$ cat src/rtl/touch_led_mode_ctrl.sv
// -----------------------------------------------------------------------------
// touch_led_mode_ctrl
//
// Mode controller for the capacitive touch key and the single board LED.
// The raw active-low key is synchronised (2 FFs), debounced, and each accepted
// press is classified as short or long. Short presses step the LED mode
// OFF -> ON -> BLINK_SLOW -> BLINK_FAST -> OFF; a long press forces OFF.
//
// Optional feature (compile-time macro TOUCH_AUTO_OFF_EN):
//   when defined, an idle counter returns the LED to OFF after AUTO_OFF_CNT
//   cycles without touch activity. When undefined the mode persists forever
//   and AUTO_OFF_CNT is unused.
//
// Ports:
//   sys_clk    in   system clock, single domain
//   sys_rst_n  in   asynchronous active-low reset
//   touch_key  in   raw touch key, asynchronous, 0 = touched
//   led_out    out  LED drive, active-low (1 = dark), registered
//   mode       out  current mode: 0 OFF, 1 ON, 2 BLINK_SLOW, 3 BLINK_FAST
//   long_press out  one-cycle pulse when a press is classified long
// -----------------------------------------------------------------------------
module touch_led_mode_ctrl #(
  parameter logic [19:0] DEB_CNT      = 20'd500_000,
  parameter logic [25:0] LONG_CNT     = 26'd50_000_000,
  parameter logic [24:0] SLOW_HALF    = 25'd25_000_000,
  parameter logic [24:0] FAST_HALF    = 25'd5_000_000,
  parameter logic [31:0] AUTO_OFF_CNT = 32'd500_000_000
) (
  input  logic       sys_clk,
  input  logic       sys_rst_n,
  input  logic       touch_key,
  output logic       led_out,
  output logic [1:0] mode,
  output logic       long_press
);

  typedef enum logic [1:0] {
    ST_IDLE,
    ST_PRESS,
    ST_HELD
  } press_state_t;

  typedef enum logic [1:0] {
    MODE_OFF  = 2'd0,
    MODE_ON   = 2'd1,
    MODE_SLOW = 2'd2,
    MODE_FAST = 2'd3
  } mode_t;

  // ---------------------------------------------------------------------------
  // Synchroniser: both stages reset to 1 so a reset looks like "released".
  // ---------------------------------------------------------------------------
  logic key_meta;
  logic key_s;

  // NOTE: sequential state uses non-blocking assignments so every register
  // samples the pre-edge value of its neighbours, exactly like real flops.
  always_ff @(posedge sys_clk or negedge sys_rst_n) begin
    if (!sys_rst_n) begin
      key_meta <= 1'b1;
      key_s    <= 1'b1;
    end else begin
      key_meta <= touch_key;
      key_s    <= key_meta;
    end
  end

  // ---------------------------------------------------------------------------
  // Debounce: key_d follows key_s only after DEB_CNT consecutive differing
  // cycles; any return to the accepted level restarts the count.
  // ---------------------------------------------------------------------------
  logic        key_d;
  logic [19:0] deb_cnt;
  logic        deb_accept;

  assign deb_accept = (key_s != key_d) && (deb_cnt == DEB_CNT - 20'd1);

  always_ff @(posedge sys_clk or negedge sys_rst_n) begin
    if (!sys_rst_n) begin
      key_d   <= 1'b1;
      deb_cnt <= '0;
    end else if (key_s == key_d) begin
      deb_cnt <= '0;
    end else if (deb_accept) begin
      key_d   <= key_s;
      deb_cnt <= '0;
    end else begin
      deb_cnt <= deb_cnt + 20'd1;
    end
  end

  // ---------------------------------------------------------------------------
  // Press classifier. Events are registered, so the mode register reacts one
  // cycle after the FSM decides. hold_cnt stops at LONG_CNT-1 (saturates) and
  // the HELD state swallows the release of a long press.
  // ---------------------------------------------------------------------------
  press_state_t state, state_nxt;
  logic [25:0]  hold_cnt, hold_nxt;
  logic         short_evt, short_nxt;
  logic         long_nxt;

  always_ff @(posedge sys_clk or negedge sys_rst_n) begin
    if (!sys_rst_n) begin
      state      <= ST_IDLE;
      hold_cnt   <= '0;
      short_evt  <= 1'b0;
      long_press <= 1'b0;
    end else begin
      state      <= state_nxt;
      hold_cnt   <= hold_nxt;
      short_evt  <= short_nxt;
      long_press <= long_nxt;
    end
  end

  // NOTE: every output of a combinational block gets a default first, so no
  // path through the case leaves a signal unassigned (which would infer a latch).
  always_comb begin
    state_nxt = state;
    hold_nxt  = hold_cnt;
    short_nxt = 1'b0;
    long_nxt  = 1'b0;
    unique case (state)
      ST_IDLE: begin
        if (!key_d) begin
          state_nxt = ST_PRESS;
          hold_nxt  = '0;
        end
      end
      ST_PRESS: begin
        // Reaching the threshold wins over a release seen in the same cycle.
        if (hold_cnt == LONG_CNT - 26'd1) begin
          long_nxt  = 1'b1;
          state_nxt = ST_HELD;
        end else if (key_d) begin
          short_nxt = 1'b1;
          state_nxt = ST_IDLE;
        end else begin
          hold_nxt = hold_cnt + 26'd1;
        end
      end
      ST_HELD: begin
        if (key_d) state_nxt = ST_IDLE;
      end
      default: state_nxt = ST_IDLE;
    endcase
  end

  // ---------------------------------------------------------------------------
  // Mode selection. Short event has priority over everything else.
  // ---------------------------------------------------------------------------
  mode_t mode_q, mode_nxt;
  logic  mode_chg;
  logic  timeout;

  always_comb begin
    mode_nxt = mode_q;
    if (short_evt) begin
      mode_nxt = mode_t'(mode_q + 2'd1);
    end else if (long_press || timeout) begin
      mode_nxt = MODE_OFF;
    end
  end

  assign mode_chg = (mode_nxt != mode_q);
  assign mode     = mode_q;

  // ---------------------------------------------------------------------------
  // LED generation. A mode change restarts the blink counter and loads the
  // new mode's initial level, so each blink mode opens with a full lit half.
  // ---------------------------------------------------------------------------
  logic [24:0] half;
  logic [24:0] blink_cnt;

  assign half = (mode_q == MODE_FAST) ? FAST_HALF : SLOW_HALF;

  always_ff @(posedge sys_clk or negedge sys_rst_n) begin
    if (!sys_rst_n) begin
      mode_q    <= MODE_OFF;
      led_out   <= 1'b1;
      blink_cnt <= '0;
    end else begin
      mode_q <= mode_nxt;
      if (mode_chg) begin
        blink_cnt <= '0;
        led_out   <= (mode_nxt == MODE_OFF);
      end else if (mode_q == MODE_SLOW || mode_q == MODE_FAST) begin
        if (blink_cnt == half - 25'd1) begin
          blink_cnt <= '0;
          led_out   <= ~led_out;
        end else begin
          blink_cnt <= blink_cnt + 25'd1;
        end
      end
    end
  end

  // ---------------------------------------------------------------------------
  // Optional idle timeout.
  // ---------------------------------------------------------------------------
`ifdef TOUCH_AUTO_OFF_EN
  logic [31:0] idle_cnt;
  logic        idle_run;

  assign idle_run = (mode_q != MODE_OFF) && (state == ST_IDLE);
  assign timeout  = idle_run && (idle_cnt == AUTO_OFF_CNT - 32'd1);

  // The timeout itself is a mode change, so the counter clears on expiry.
  always_ff @(posedge sys_clk or negedge sys_rst_n) begin
    if (!sys_rst_n) begin
      idle_cnt <= '0;
    end else if (deb_accept || mode_chg) begin
      idle_cnt <= '0;
    end else if (idle_run) begin
      idle_cnt <= idle_cnt + 32'd1;
    end
  end
`else
  assign timeout = 1'b0;

  logic unused_auto_off;
  assign unused_auto_off = ^AUTO_OFF_CNT;
`endif

endmodule

$ cat config.mk
export PLATFORM = sky130hd
export DESIGN_NAME = touch_led_mode_ctrl
export DESIGN_NICKNAME = d
export VERILOG_FILES = /design/src/rtl/touch_led_mode_ctrl.sv
export SDC_FILE = /design/constraint.sdc
export NUM_CORES = 1
export LEC_CHECK = 0
export ABC_AREA = 1
export BUFFER_PORTS_ARGS = -buffer_cell sky130_fd_sc_hd__buf_4
export CAP_MARGIN = 10
export CELL_PAD_IN_SITES_DETAIL_PLACEMENT = 1
export CELL_PAD_IN_SITES_GLOBAL_PLACEMENT = 1
export CORE_MARGIN = 2
export CORE_UTILIZATION = 47
export DETAILED_ROUTE_END_ITERATION = 10
export PLACE_DENSITY_LB_ADDON = 0.1
export SYNTH_ARGS = -nofsm -noshare
export SYNTH_HDL_FRONTEND = slang
export SYNTH_SLANG_ARGS = --single-unit
$ cat constraint.sdc
create_clock -name sys_clk -period 1.93 [get_ports sys_clk]
set_clock_uncertainty 0.05 [all_clocks]
set_input_delay 0 -clock sys_clk [delete_from_list [all_inputs] [get_ports sys_clk]]
set_output_delay 0 -clock sys_clk [all_outputs]
set_load 0.01 [all_outputs]
==> qor.yml, run 1 <==
clk_pin_slew_worst_paths_ns: 0.08
dr.first_iter.drc_count: 206
final_common_cell: "nand2_1"
diodes: 0
fin_nets: 754
period_minus_slack_ns: 1.79
grt_pass1_vias: 5143
holdWs_ns: 0.0985
ys_types: 34
grt_pass1_wl_microns: 23600
dpl_worst_slack_ns: 0.0788
setup_violations: 0
grt_antenna_before_repair: 0
start_util_pct: 48.5
final_cell_mix: "205 x nand2_1, 132 x nor2_1, 77 x dfrtp_1"
drc: 0
slowest_delay_ns: 0.46
synth_warnings: 0
yosys_register_bits: 81
cp.arrival_ns: 2.00
hold_violations: 0
port_buffers: 6
syn_inst: 714
num_rows: 37
globalRouteTotalUtil_pct: 26.1
worst_slack_ns: 0.143
ctsHtreeMaxLevel: 3
status: "complete, no violations"
p_total_mw: 3.25
crit_buf_inv: 1
place.gp.congestion: 0.910
setup.worst_path.end_class: "register"
drt-pass1-iter-count: 7
final_core_util_pct: 54.3
ant_nets: 0
setup_tns_ns: 0
synth_fp_nets: 722
drv_slew: 0
register_area_sq_um: 2030
ys_seq_area_share_pct: 40.6
vdd_drop_max_uv: 299
critPathKind: "register to register"
insertion_delay_ns: 0.37
finalCritPeriodShare_pct: 92.6
numCtsBuffers: 9
overflow: 0
maxSlewHeadroom_pct: 63.7
layout-drive-gt1-share_pct: 11.1
clock-sinks: 81
multi_input_area_sq_um: 2610
syn_to_final_growth_pct: 12.0
synth_area_sq_um: 5000
fmax_mhz: 560
critPathRequiredTime_ns: 2.14
core-area_sq_um: 10300
clk_path_buf_depth: 2
dp.final_hpwl_microns: 10300
critPathMaxFanout: 18
die_y_microns: 107
cts_root_buffer: "clkbuf_8"
wl_microns: 13800
routed_via_density: 5.38
maxCapViolCount: 0
p_leak_nw: 2.51
die_w_microns: 107
holdCritPathClass: "input pin to async pin"
rsz0062_at_grt: "no"
worstMarginPinSlew_ns: 0.545
cts_tree: "done"
path_cells: "ha_1 > nor2_1 > nand2_1 > buf_4 > nand2_1 > xor2_1 > nor2_1"
avgSynthCellArea_sq_um: 7.01
wire_per_inst_microns: 15.6
critPathLaunchType: "register"
slowest_stage: "dfrtp_1"
pwr_density_cell_nw_per_um2: 580
critPathTopFamily: "simple AND/OR/NAND/NOR gates"
grt_start_max_net_pins: 45
io_pins: 7
fillers: 1393
die_area_sq_um: 11500
num_vias: 4774
==> final cells by class <==
class                   count  area share (%)
clock inverters             4            1.34
flip-flops and latches     81            36.2
well taps                 136            3.04
inverters                  75            5.02
multi-input cells         546            46.6
repair buffers             33            5.02
clock buffers              12            2.77
==> worst paths after layout <==
path	cells after the start	start	slack, ns	endpoint
setup reg to reg	7	mode[1]	0.14	blink_cnt[17]
hold reg to reg	0	key_meta	0.31	key_s
hold / removal	2	sys_rst_n	0.1	blink_cnt[20]
setup / recovery	7	mode[1]	0.14	blink_cnt[17]
min in group sys_clk	2	touch_key	0.25	key_meta
max in group asynchronous	3	sys_rst_n	1.05	key_s
==> per-stage QoR <==
step           instances  area (sq um)
2_1_floorplan        714          5000
3_3_place_gp         860          5270
3_5_place_dp         860          5270
4_1_cts              878          5520
5_1_grt              887          5610
6_report             887          5610
==> cells by family after synthesis <==
kind of cell             count (synthesis)  share of synthesized area (%)
AO/OA/AOI/OAI                           53                           6.60
XOR/XNOR                                22                           4.00
adder cells (fa/ha/maj)                  5                           1.25
buffers and inverters                   87                           7.45
flip-flops                              81                           40.6
AND/OR/NAND/NOR                        466                           40.1
==> what timing repair did <==
action,in CTS,in global routing
hold buffers,2,0
setup endpoints to repair,0,23
setup buffers,0,9
hold endpoints to repair,45,0
gates resized for setup,0,5
==> synth_stat cells (all sizes together) <==
master,n,area (sq um)
a211oi,1,7.51
o21ai,34,204
nand4,27,169
inv,75,282
o21bai,8,63.8
nand3,72,383
a31oi,2,12.5
or2,3,18.8
dfrtp,77,1930
nand2,208,802
dfstp,4,105
a21oi,7,35.0
and2,1,6.26
clkbuf,2,7.51
nor2,141,554
o21a,1,7.51
buf,10,83.8
nor3b,1,7.51
xor2,22,200
ha,5,62.6
nor3,13,65.1
==> report_power, final <==
group          total (mW)  switching, mW  internal [mW]  leakage (nW)
registers            1.71        0.00482           1.70          1.10
logic              0.0710         0.0519         0.0191          1.30
clock network        1.47          0.668          0.800         0.109
total                3.25          0.725           2.52          2.51
==> registers in the layout, summed over array words and instances (netlist names), 2 cells and up <==
name and count:
hold_cnt 26, state 2, deb_cnt 20, blink_cnt 25, mode 2
==> per-layer routing <==
metal | GRT usage, % | wire (microns) | up-vias
met2 | 47.6 | 7240 | 48
met5 | 0 | 0 | -
met4 | 11.8 | 415 | 0
met1 | 30.2 | 5920 | 2355
li1 | - | - | 2341
met3 | 3.71 | 226 | 30
Note: power is estimated with default switching activity, not from simulation.
==> run 2: changes to the inputs <==
- CORE_ASPECT_RATIO: default -> 0.9
==> run 2 against run 1 <==
Register-to-register slack lost 0.03 ns. First-iteration DRC count increased by 15%. Non-clock buffer count is 12 lower. Clock power rose by 20%. Combinational power up 2%. Hold slack better by 0.040 ns. Flip-flop and latch count unchanged. Total power is 9.1% higher. Die area hardly changed. Cell area is 0.13% lower. Global-route usage grew 0.23 points. Core utilization is 0.099 points higher.
==> qor.yml, run 2 (synthesis results as in run 1) <==
status: "complete, no violations"  # unchanged
hold_violations: 0  # unchanged
ant_nets: 0  # unchanged
grt_antenna_before_repair: 0  # unchanged
place.gp.congestion: 0.951  # was 0.910
drc: 0  # unchanged
ctsHtreeMaxLevel: 3  # unchanged
die_w_microns: 113  # was 107 microns
grt_start_max_net_pins: 37  # was 45
die_y_microns: 102  # was 107 microns
regMostFlops: "hold_cnt"  # unchanged
final_cells: 868  # was 887
setup.worst_path.end_class: "register"  # unchanged
layout-drive-gt1-share_pct: 9.74  # was 11.1%
wire_per_inst_microns: 16.4  # was 15.6 microns
cts_tree: "done"  # unchanged
critPathMaxFanout: 6  # was 18
multi_input_area_sq_um: 2610  # unchanged
dpl_worst_slack_ns: 0.0410  # was 0.0788 ns
port_buffers: 6  # unchanged
finalCritPeriodShare_pct: 94.1  # was 92.6%
vdd_drop_max_uv: 615  # was 299 uV
maxCapViolCount: 0  # unchanged
cts_root_buffer: "clkbuf_16"  # was clkbuf_8
reg_top3: "hold_cnt: 26 flops, blink_cnt: 25 flops, deb_cnt: 20 flops"  # unchanged
final_common_cell: "nand2_1"  # unchanged
syn_to_final_growth_pct: 11.9  # was 12.0%
final_cell_mix: "205 x nand2_1, 132 x nor2_1, 76 x dfrtp_1"  # was 205 x nand2_1, 132 x nor2_1, 77 x dfrtp_1
holdCritPathClass: "input pin to async pin"  # unchanged
numCtsBuffers: 9  # unchanged
period_minus_slack_ns: 1.82  # was 1.79 ns
worstMarginPinSlew_ns: 0.528  # was 0.545 ns
insertion_delay_ns: 0.34  # was 0.37 ns
start_util_pct: 48.6  # was 48.5%
clock-sinks: 81  # unchanged
die_area_sq_um: 11500  # about the same
fmax_mhz: 551  # was 560 MHz
p_leak_nw: 2.49  # was 2.51 nW
worst_slack_ns: 0.113  # was 0.143 ns
register_area_sq_um: 2030  # about the same
maxSlewHeadroom_pct: 64.8  # was 63.7%
pwr_density_cell_nw_per_um2: 633  # was 580 nW/um^2
dr.first_iter.drc_count: 237  # was 206
clk_path_buf_depth: 2  # unchanged
dp.cells: 850  # was 860
p_total_mw: 3.54  # was 3.25 mW
drv_slew: 0  # unchanged
grt_pass1_wl_microns: 24400  # was 23,600 microns
overflow: 0  # unchanged
num_rows: 35  # was 37
setup_violations: 0  # unchanged
final_core_util_pct: 54.4  # was 54.3%
io_pins: 7  # unchanged
globalRouteTotalUtil_pct: 26.4  # was 26.1%
diodes: 0  # unchanged
critPathKind: "register to register"  # unchanged
drt-pass1-iter-count: 4  # was 7
clk_pin_slew_worst_paths_ns: 0.06  # was 0.08 ns
grt_pass1_vias: 5002  # was 5,143
fin_nets: 742  # was 754
dp.final_hpwl_microns: 10400  # was 10,300 microns
critPathRequiredTime_ns: 2.15  # was 2.14 ns
routed_via_density: 5.52  # was 5.38
critPathLaunchType: "register"  # unchanged
wl_microns: 14300  # was 13,800 microns
largest_reg_flops: 26  # unchanged
fillers: 1336  # was 1,393
cp.arrival_ns: 2.04  # was 2.00 ns
postCtsSetupBuffers: 0  # unchanged
core-area_sq_um: 10300  # about the same
num_vias: 4789  # was 4,774
[run 2: cell count changes in the layout (fill, tap and decap cells not counted), sizes merged]
| cell | previous run | this run |
|---|---|---|
| clkinvlp | 2 | 1 |
| buf | 31 | 19 |
| bufinv | 2 | 1 |
| clkinv | 0 | 2 |
[run 2: layout make-up]
| class | count | area share, % |
|---|---|---|
| multi-input combinational | 546 | 46.6 |
| tap | 129 | 2.88 |
| inverter | 75 | 5.03 |
| clock buffer | 12 | 4.58 |
| clock inverter | 4 | 0.916 |
| sequential | 81 | 36.3 |
| timing repair buffer | 21 | 3.64 |
[run 2: timing repair]
action,CTS,global route
hold endpoints to repair,35,0
hold buffers,2,0
resized for setup,0,6
endpoints found under the setup margin,0,20
[run 2: power breakdown]
group / switching [mW] / internal [mW] / total [mW]
Sequential: 0.00458 / 1.71 / 1.71
Combinational: 0.0524 / 0.0202 / 0.0726
Clock: 0.686 / 1.07 / 1.76
Total: 0.743 / 2.80 / 3.54
[run 2: worst max-delay path, cell delays in order (launching register included)]
cell and delay (ns):
dfrtp_1 0.40, ha_1 0.20, nand3_1 0.13, nor2_1 0.23
nand3_1 0.16, nor2_2 0.24, nand3_1 0.12, nand2_1 0.09
nand2_1 0.06, nor2_1 0.08
[run 2: stage by stage]
step	area (sq um)	TNS [ns]	hold slack, ns
after floorplan	5000	0	-0.346
after global placement	5250	0	-0.0403
after detailed placement	5250	0	-0.0398
after CTS	5580	0	0.154
after global routing	5600	-0.00130	0.178
final	5600	0	0.139
[run 2: worst paths after layout]
check,endpoint,cells after the start,slack [ns],start
max,blink_cnt[22],9,0.11,blink_cnt[0]
min,blink_cnt[4],2,0.14,sys_rst_n
max reg2reg,blink_cnt[22],9,0.11,blink_cnt[0]
min reg2reg,key_s,0,0.32,key_meta
max in group asynchronous,key_meta,3,1.06,sys_rst_n
min in group sys_clk,key_meta,2,0.26,touch_key
[run 2: layer usage]
| metal | vias to the layer above | part of all wire, % | global-route usage (%) |
|---|---|---|---|
| li1 | 2324 | - | - |
| met1 | 2371 | 48 | 35.7 |
| met2 | 73 | 48 | 44.2 |
| met3 | 21 | 3.1 | 5.04 |
| met4 | 0 | 1.5 | 6.38 |
| met5 | - | 0 | 0 |
==> run 3: changes to the inputs <==
- ABC_AREA: 1 -> 0
- CORE_UTILIZATION: 47 -> 49
==> run 3 against run 2 <==
The run now ends with setup timing left. Clock-buffer cell count down 2. First-iteration DRC count is 32% higher. Cell area increased by 4.4%. Critical path depth down 2.
==> qor.yml, run 3 <==
p_leak_nw: 2.57  # was 2.49 nW
die_w_microns: 103  # was 113 microns
grt_pass1_vias: 4336  # was 5,002
start_util_pct: 50.2  # was 48.6%
port_buffers: 6  # unchanged
yosysTopAreaCell: "dfrtp_1"  # unchanged
crit_start: "blink_cnt[0]"  # unchanged
ff2ff_path_depth: 7  # was 9
grt_pass1_wl_microns: 22000  # was 24,400 microns
rsz0062_at_grt: "yes"
cts_tree: "done"  # unchanged
maxCapViolCount: 0  # unchanged
clk_path_buf_depth: 2  # unchanged
maxSlewHeadroom_pct: 57.2  # was 64.8%
p_total_mw: 3.15  # was 3.54 mW
final_common_cell: "buf_4"  # was nand2_1
holdCritPathClass: "input pin to async pin"  # unchanged
setup_violations: 53  # was 0
synth_area_sq_um: 4300  # was 5000 sq um
synthDominantCellAreaShare_pct: 44.8  # was 38.5%
crit_buf_inv: 1  # was 0
yosys_register_bits: 81  # unchanged
worstMarginPinSlew_ns: 0.642  # was 0.528 ns
num_vias: 4365  # was 4,789
cp.arrival_ns: 2.47  # was 2.04 ns
largest_reg_flops: 26  # unchanged
avgSynthCellArea_sq_um: 9.37  # was 7.01 sq um
drv_slew: 0  # unchanged
syn_inst: 459  # was 714
fin_nets: 568  # was 742
slowest_delay_ns: 0.50  # was 0.40 ns
yosys-top-cells-count: "77 x dfrtp_1, 66 x nor2_1, 38 x nand2_1, 29 x nand3_1, 29 x xnor2_1"  # was 205 x nand2_1, 135 x nor2_1, 77 x dfrtp_1, 72 x inv_1, 69 x nand3_1
post-synth-top-count-cell: "dfrtp_1"  # was nand2_1
routed_via_density: 6.38  # was 5.52
die_y_microns: 92.9  # was 102 microns
switching_share_pct: 24.8  # was 21.0%
hold_violations: 0  # unchanged
grt_start_max_net_pins: 34  # was 37
ctsHtreeMaxLevel: 3  # unchanged
wl_microns: 17400  # was 14,300 microns
critPathRequiredTime_ns: 2.15  # about the same
r2r-start: "blink_cnt[0]"  # unchanged
worst_slack_ns: -0.325  # was 0.113 ns
violations: "setup timing"
critPathMaxFanout: 23  # was 6
period_minus_slack_ns: 2.26  # was 1.82 ns
critPathTopFamily: "compound AO/OA/AOI/OAI gates"  # was simple AND/OR/NAND/NOR gates
ant_nets: 0  # unchanged
layout-drive-gt1-share_pct: 34.5  # was 9.74%
syn_to_final_growth_pct: 35.8  # was 11.9%
numCtsBuffers: 9  # unchanged
setup.worst_path.end_class: "register"  # unchanged
multi_input_area_sq_um: 2490  # was 2610 sq um
ys.flop_type: "dfrtp_1"  # unchanged
cts_root_buffer: "clkbuf_8"  # was clkbuf_16
status: "complete, but fails checks"  # was complete, no violations
critPathKind: "register to register"  # unchanged
final_cell_mix: "93 x buf_4, 75 x dfrtp_1, 63 x nor2_1"  # was 205 x nand2_1, 132 x nor2_1, 76 x dfrtp_1
async_flop_share_pct: 100  # unchanged
dpl_worst_slack_ns: -0.108  # was 0.0410 ns
path_cells: "ha_1 > and3_1 > nand3_1 > a2111o_1 > o21ai_2 > buf_12 > nor2_1"  # was ha_1 > nand3_1 > nor2_1 > nand3_1 > nor2_2 > nand3_1 > nand2_1 > nand2_1 > nor2_1
fmax_mhz: 443  # was 551 MHz
overflow: 0  # unchanged
ff2ff_setup_slack_ns: -0.33  # was 0.11 ns
synth_edf_count: 0  # unchanged
p_sw_uw: 781  # was 743 uW
drc: 0  # unchanged
num_rows: 32  # was 35
crit_path_end: "blink_cnt[22]"  # unchanged
p_clk_share_pct: 43.0  # was 49.7%
place.gp.congestion: 0.862  # was 0.951
ys_types: 58  # was 34
pwr-share-seq_pct: 54.4  # was 48.3%
combPwrFrac_pct: 2.6  # was 2.0%
holdWs_ns: 0.0758  # was 0.139 ns
vdd_drop_max_uv: 423  # was 615 uV
clock-sinks: 81  # unchanged
dr.first_iter.drc_count: 313  # was 237
die_area_sq_um: 9550  # was 11,500 sq um
p_int_mw: 2.37  # was 2.80 mW
drt-pass1-iter-count: 5  # was 4
wire_per_inst_microns: 25.4  # was 16.4 microns
register_area_sq_um: 2030  # about the same
synth_fp_nets: 467  # was 722
io_pins: 7  # unchanged
reg_top3: "hold_cnt: 26 flops, blink_cnt: 25 flops, deb_cnt: 20 flops"  # unchanged
ys_top_cells_by_area: "dfrtp_1 45%, xnor2_1 5.9%, nor2_1 5.8%"  # was dfrtp_1 39%, nand2_1 15%, nor2_1 10%
core-area_sq_um: 8570  # was 10,300 sq um
globalRouteTotalUtil_pct: 30.0  # was 26.4%
dp.cells: 635  # was 850
dp.final_hpwl_microns: 8670  # was 10,400 microns
ys_seq_area_share_pct: 47.2  # was 40.6%
final_core_util_pct: 68.2  # was 54.4%
crit_cells: 7  # was 9
regMostFlops: "hold_cnt"  # unchanged
diodes: 0  # unchanged
grt_antenna_before_repair: 0  # unchanged
synth_warnings: 0  # unchanged
slowest_stage: "a2111o_1"  # was dfrtp_1
clk_pin_slew_worst_paths_ns: 0.09  # was 0.06 ns
rr_endpoint: "blink_cnt[22]"  # unchanged
fillers: 932  # was 1,336
final_cells: 684  # was 868
insertion_delay_ns: 0.39  # was 0.34 ns
pwr_density_cell_nw_per_um2: 539  # was 633 nW/um^2
finalCritPeriodShare_pct: 117  # was 94.1%
critPathLaunchType: "register"  # unchanged
[run 3: metrics by stage]
| stage | cell area (sq um) | TNS (ns) |
|---|---|---|
| floorplan | 4310 | -0.614 |
| global placement | 4970 | -0.0309 |
| detailed placement | 4970 | -2.94 |
| CTS | 5490 | -0.958 |
| global route | 5840 | -12.93 |
| finish | 5840 | -10.81 |
[run 3: area by class of cell]
type | count | area share (%)
Inverter | 10 | 0.642
Tap cell | 119 | 2.55
Timing Repair Buffer | 108 | 15.9
Clock inverter | 6 | 1.16
Multi-Input combinational cell | 350 | 42.6
Sequential cell | 81 | 34.8
Clock buffer | 10 | 2.36
[run 3: what timing repair did]
action	CTS	global route
resized for setup	34	55
gates cloned	4	0
pin swaps	9	27
setup buffers	12	18
setup endpoints to repair	57	66
hold endpoints to repair	76	0
hold buffers	2	0
[run 3: how the worst min path moves through the flow]
stage	end	slack, ns	cells after the start
CTS	blink_cnt[8]	0.09	2
global placement	hold_cnt[8]	-0.05	1
floorplan	blink_cnt[0]	-0.35	0
global route	hold_cnt[13]	0.11	2
detailed placement	hold_cnt[8]	-0.05	1
finish	blink_cnt[17]	0.08	2
[run 3: logic make-up after synthesis]
group	count (synthesis)	synth area share, %
AND/OR/NAND/NOR	240	29.3
multiplexers	2	0.494
XOR/XNOR	44	8.96
buffers and inverters	28	3.29
flip-flops	81	47.2
adder cells (fa/ha/maj)	5	1.45
AO/OA/AOI/OAI	59	9.25
[run 3: metal layers]
| metal | part of all wire (%) | global-route usage (%) | up-vias |
|---|---|---|---|
| met5 | 0 | 0 | - |
| met4 | 4.4 | 6.80 | 0 |
| met3 | 6.0 | 8.60 | 77 |
| met2 | 50 | 48.5 | 219 |
| met1 | 39 | 40.1 | 2204 |
| li1 | - | - | 1865 |
[run 3: power by group through the flow]
stage	Clock, mW	Sequential [mW]	Combinational, mW
final	1.35	1.71	0.0828
after detailed placement	0	1.74	0.0744
after global routing	1.42	1.71	0.0925
after CTS	1.33	1.71	0.0831
after global placement	0	1.74	0.0718
after floorplan	0	1.74	0.0204
